==> src/rtl/modn_countdown_timer_pkg.sv <==
// ============================================================================
// modn_countdown_timer_pkg : shared widths, default M:SS moduli, digit helper
// Rev 1.0
// ============================================================================
`default_nettype none

package modn_countdown_timer_pkg;

  localparam int BCD_W = 4;

  // Default moduli for an M:SS cook timer: seconds ones, seconds tens, minutes.
  localparam logic [3*BCD_W-1:0] DEF_MODS = {4'd10, 4'd6, 4'd10};

  // Nibble i of a packed per-digit vector (up to four digits).
  function automatic int mod_of(input logic [4*BCD_W-1:0] v, input int i);
    return int'(v[BCD_W*i +: BCD_W]);
  endfunction

endpackage

`default_nettype wire

==> src/rtl/modn_countdown_timer_digit.sv <==
// ============================================================================
// modn_digit : one modulo-MOD BCD digit with clamped load and up/down wrap
// Rev 1.0
// ============================================================================
`default_nettype none

module modn_digit
  import modn_countdown_timer_pkg::*;
#(
  parameter int MOD = 10
) (
  input  logic             clock,
  input  logic             clr,
  input  logic             load,
  input  logic [BCD_W-1:0] din,
  input  logic             cnt,
  input  logic             up,
  output logic [BCD_W-1:0] q,
  output logic             at_min,
  output logic             at_max
);

  localparam logic [BCD_W-1:0] c_MAX = BCD_W'(MOD - 1);
  localparam logic [BCD_W-1:0] c_MOD = BCD_W'(MOD);

  logic [BCD_W-1:0] r_q;
  logic [BCD_W-1:0] w_din_clamped;

  // Out-of-range load nibbles saturate to the digit's top value.
  assign w_din_clamped = (din >= c_MOD) ? c_MAX : din;

  always_ff @(posedge clock or posedge clr) begin
    if (clr) begin
      r_q <= '0;
    end else if (load) begin
      r_q <= w_din_clamped;
    end else if (cnt) begin
      if (up) begin
        r_q <= (r_q == c_MAX) ? '0 : r_q + 1'b1;
      end else begin
        r_q <= (r_q == '0) ? c_MAX : r_q - 1'b1;
      end
    end
  end

  assign q      = r_q;
  assign at_min = (r_q == '0);
  assign at_max = (r_q == c_MAX);

endmodule

`default_nettype wire

==> src/rtl/modn_countdown_timer.sv <==
// ============================================================================
// modn_countdown_timer : cascaded mod-N BCD up/down counter with expiry pulse
// Rev 1.0
// ============================================================================
`default_nettype none

module modn_countdown_timer
  import modn_countdown_timer_pkg::*;
#(
  parameter int                     DIGITS = 3,
  parameter logic [4*DIGITS-1:0]    MODS   = DEF_MODS,
  parameter bit                     SAT    = 1'b1
) (
  input  logic                      clock,
  input  logic                      clr,
  input  logic                      loadn,
  input  logic                      en,
  input  logic                      up,
  input  logic [BCD_W*DIGITS-1:0]   data,
  output logic [BCD_W*DIGITS-1:0]   dout,
  output logic                      tc,
  output logic                      zero,
  output logic                      done
);

  localparam int                  c_DW  = BCD_W * DIGITS;
  localparam logic [c_DW-1:0]     c_ONE = c_DW'(1);

  logic [DIGITS-1:0] w_at_min;
  logic [DIGITS-1:0] w_at_max;
  logic [DIGITS-1:0] w_carry;
  logic [DIGITS-1:0] w_borrow;
  logic [DIGITS-1:0] w_dcnt;
  logic              w_all_max;
  logic              w_cnt_en;
  logic              w_expire;
  logic              r_done;

  genvar g;
  generate
    for (g = 0; g < DIGITS; g++) begin : g_digit
      // Digit g moves only when every lower digit is at its wrap point.
      if (g == 0) begin : g_lsd
        assign w_carry[g]  = 1'b1;
        assign w_borrow[g] = 1'b1;
      end else begin : g_upper
        assign w_carry[g]  = &w_at_max[g-1:0];
        assign w_borrow[g] = &w_at_min[g-1:0];
      end

      assign w_dcnt[g] = w_cnt_en & (up ? w_carry[g] : w_borrow[g]);

      modn_digit #(
        .MOD (mod_of(16'(MODS), g))
      ) u_digit (
        .clock  (clock),
        .clr    (clr),
        .load   (~loadn),
        .din    (data[BCD_W*g +: BCD_W]),
        .cnt    (w_dcnt[g]),
        .up     (up),
        .q      (dout[BCD_W*g +: BCD_W]),
        .at_min (w_at_min[g]),
        .at_max (w_at_max[g])
      );
    end
  endgenerate

  assign zero      = &w_at_min;
  assign w_all_max = &w_at_max;

  // Saturating timers freeze at zero instead of wrapping on a down count.
  assign w_cnt_en = en & ~(SAT & ~up & zero);

  assign tc = en & (up ? w_all_max : zero);

  // The only nonzero-to-zero down step is from exactly one.
  assign w_expire = loadn & en & ~up & (dout == c_ONE);

  always_ff @(posedge clock or posedge clr) begin
    if (clr) begin
      r_done <= 1'b0;
    end else begin
      r_done <= w_expire;
    end
  end

  assign done = r_done;

endmodule

`default_nettype wire

==> config.mk <==
export PLATFORM = sky130hd
export DESIGN_NAME = modn_countdown_timer
export DESIGN_NICKNAME = d
export VERILOG_FILES = /design/src/rtl/modn_countdown_timer_pkg.sv /design/src/rtl/modn_countdown_timer_digit.sv /design/src/rtl/modn_countdown_timer.sv
export SDC_FILE = /design/constraint.sdc
export NUM_CORES = 1
export LEC_CHECK = 0
export BUFFER_PORTS_ARGS = -buffer_cell sky130_fd_sc_hd__buf_2
export CAP_MARGIN = 15
export CORE_MARGIN = 4
export CORE_UTILIZATION = 30
export CTS_CLUSTER_SIZE = 20
export DETAILED_ROUTE_END_ITERATION = 16
export PLACE_DENSITY_LB_ADDON = 0.2
export SYNTH_ARGS = -nofsm -noshare
export SYNTH_HDL_FRONTEND = slang
export SYNTH_SLANG_ARGS = --single-unit
==> constraint.sdc <==
create_clock -name clock -period 3.48 [get_ports clock]
set_clock_uncertainty 0.15 [all_clocks]
set_input_delay 0.696 -clock clock [delete_from_list [all_inputs] [get_ports clock]]
set_output_delay 0.696 -clock clock [all_outputs]
set_load 0.05 [all_outputs]
==> results.toml <==
[cts]
cts.sinks = 13
cts_setup_buffers = 0
ctsHoldBuffers = 0
post_cts_resized = 0
cts_tree = "yes"
maximum_clock_insertion_buffer_count = 2
clk_transition_reported_paths_ns = 0.06
cts-buffers-inserted = 3
number_of_h_tree_branching_levels = 1
clock_insertion_delay_worst_skew_ns = 0.24
clock_tree_root_buffer_cell = "sky130_fd_sc_hd__clkbuf_8"

[sta]
tightestPinTransition_ns = 0.547
setup_viol_count_final = 0
finalMaxSlewViolations = 0
maximum_clock_frequency_ghz = 0.334
final_min_period_over_clock_period = 0.859
grt_setup_unrepaired = "no"
period_minus_slack_ns = 2.99
setup_tns_ns = 0
slew_headroom = 0.635
timing.final.hold_violations = 0

[power_and_ir_drop]
power.density_cell_area_nw_per_um2 = 408
power_mw = 0.627
power_leakage_nw = 0.648
worst_ir_drop_vdd_uv = 150

[drt]
drt.antenna.violating_nets = 0
drtPass1Iterations = 4
routed_via_count_divided_by_cell_count = 5.72
route.detailed.drc = 0
routedWlPerCell_um = 15.4
detailed_route_via_count = 1379
wl_mm = 3.70
detail_route.iter0.violations = 89

[floorplanning]
dieWidth_um = 74.4
placement_rows = 23
io_pins = 32
design.die.area_um2 = 5530
floorplan.initialDensity = 0.319
die_height_um = 74.4
core_area_um2 = 4140

[critical_path]
setup.worst_path.end_class = "output pin"
critical_path.cell_chain = "buf_2 > or4_4 > nor2_1 > o2bb2a_1 > nor2_1 > buf_2"
rr_endpoint = "g_digit[2].u_digit.q[1]"
critPathKind = "in2out"
start_kind = "primary input"
crit_end = "tc"
cp_data_arrival_time_ns = 2.14
worst_setup_path_startpoint = "up"
timing.critical_path.slowest_stage_cell = "sky130_fd_sc_hd__or4_4"
worst_ep_required_time_ns = 2.63
critPathMaxStageDelay_ns = 0.60
r2r_start = "g_digit[0].u_digit.q[1]"
critical_path.max_fanout = 11
ff2ff_setup_slack_ns = 1.09
rr_worst_depth = 4

[synth]
synth.cell_area_um2 = 1320
ys_ff_latch = 13
synth_top_area_share = 0.246
synth-async-reset-ratio = 1.00
netlist_top_cells_area = "sky130_fd_sc_hd__dfrtp_1 25%, sky130_fd_sc_hd__o21ai_0 4.9%, sky130_fd_sc_hd__nand2_1 4.3%"
synth_seq_area_share = 0.246
synth_cell_type_count = 56
yosys_most_used_dff = "sky130_fd_sc_hd__dfrtp_1"
yosys_warnings = 0
synthDominantAreaCellType = "sky130_fd_sc_hd__dfrtp_1"
syn-mean-instance-area_um2 = 7.78
synth.net_count = 187
number_of_enable_type_register_cells_in_the_synthesized_netlist = 0
post_synth_inst_count = 170

[finish]
area.growth.synth_to_final_pct = 16.3
antenna-diode-count = 0
fill_cells = 458
final_cell_mix = "31 x sky130_fd_sc_hd__buf_2, 15 x sky130_fd_sc_hd__nand2_1, 13 x sky130_fd_sc_hd__o21ai_0, 13 x sky130_fd_sc_hd__dfrtp_1, 12 x sky130_fd_sc_hd__nor2_1"
layout_commonest_cell = "sky130_fd_sc_hd__buf_2"
multi_input_comb_area_um2 = 905
regArea_um2 = 325
design_area_um2 = 1540
layout-drive-gt1-share = 0.262
final_net_count = 209

[place]
port_buffers = 31
gp_congestion = 0.831
detailed_place_hpwl_mm = 2.72
placement.cell_area_um2 = 1490

[worst_hold_path]
worstHoldPathType = "in2async"

[grt]
grt_first_pass_wirelength_mm = 6.31
antenna_found_initial = 0
grt_max_degree = 26
number_of_global_route_vias_before_repair = 1377
grt_util_all_layers = 0.141
grt-ovfl-total = 0

[status]
run_status = "completed"

[run]
maxCapViolations = 0
## worst max-delay path: cells and delay by family
kind / cells / cell delay, ns
AOI/OAI and AO/OA: 1 / 0.21
buffers and inverters: 2 / 0.43
and+or+nand+nor: 3 / 0.80
## cell usage after synthesis (2+ instances only)
library cell and instances:
sky130_fd_sc_hd__nand2_1 15, sky130_fd_sc_hd__clkbuf_1 13, sky130_fd_sc_hd__dfrtp_1 13, sky130_fd_sc_hd__o21ai_0 13, sky130_fd_sc_hd__nor2_1 12, sky130_fd_sc_hd__inv_1 8
sky130_fd_sc_hd__a21oi_1 6, sky130_fd_sc_hd__nand3_1 5, sky130_fd_sc_hd__or2_2 5, sky130_fd_sc_hd__nor2b_1 4, sky130_fd_sc_hd__o211ai_1 4, sky130_fd_sc_hd__or3_1 4
sky130_fd_sc_hd__a31oi_1 3, sky130_fd_sc_hd__mux2_1 3, sky130_fd_sc_hd__nand4b_1 3, sky130_fd_sc_hd__nor3_1 3, sky130_fd_sc_hd__nor4_1 3, sky130_fd_sc_hd__o21bai_1 3
sky130_fd_sc_hd__a2111oi_0 2, sky130_fd_sc_hd__a21o_1 2, sky130_fd_sc_hd__a221oi_1 2, sky130_fd_sc_hd__and2_1 2, sky130_fd_sc_hd__and3_1 2, sky130_fd_sc_hd__nand2b_1 2
sky130_fd_sc_hd__o21a_1 2, sky130_fd_sc_hd__o32ai_1 2, sky130_fd_sc_hd__o41a_1 2, sky130_fd_sc_hd__or4_1 2, sky130_fd_sc_hd__or4_4 2, sky130_fd_sc_hd__xnor2_1 2
## sequential cells by signal, indices dropped and copies added (netlist names)
register,flops
g_digit.u_digit.q,12
done,1
## area by class of cell
class,count,share of cell area
inverters,8,0.0195
well taps,50,0.0407
multi-input cells,133,0.588
clock buffers,4,0.0293
flip-flops and latches,13,0.212
repair buffers,33,0.111
## power breakdown
| part | switching (mW) | internal [mW] |
|---|---|---|
| sequential | 0.0578 | 0.169 |
| combinational | 0.167 | 0.0948 |
| clock | 0.0568 | 0.0808 |
## worst min path at each step
| stage | from | to | slack (ns) |
|---|---|---|---|
| after global placement | g_digit[1].u_digit.q[3] | g_digit[1].u_digit.q[3] | 0.54 |
| after global routing | clr | g_digit[1].u_digit.q[1] | 0.39 |
| after floorplan | clr | done | 0.42 |
| after detailed placement | g_digit[1].u_digit.q[3] | g_digit[1].u_digit.q[3] | 0.56 |
| after CTS | clr | g_digit[2].u_digit.q[3] | 0.35 |
| final | clr | g_digit[1].u_digit.q[1] | 0.34 |
## metrics by stage
stage               cells  setup WS, ns  hold slack, ns   util
global placement      237         0.499           0.535  0.360
global route          241         0.438           0.387  0.371
finish                241         0.489           0.337  0.371
detailed placement    237         0.497           0.559  0.360
floorplan             170         0.283           0.423      -
CTS                   241         0.492           0.355  0.371
## logic make-up after synthesis
group	Yosys count	synth area share
AOI/OAI and AO/OA	54	0.304
DFF	13	0.246
buffers and inverters	24	0.0747
and+or+nand+nor	73	0.330
xor gates and xnor gates	3	0.0199
muxes	3	0.0255
## metal layers
layer | GRT usage | part of all wire
met5 | 0 | 0
met3 | 0.0122 | 0.020
met2 | 0.246 | 0.52
met4 | 0.0395 | 0.0068
met1 | 0.184 | 0.46
Power figures use the tool's default switching activity.
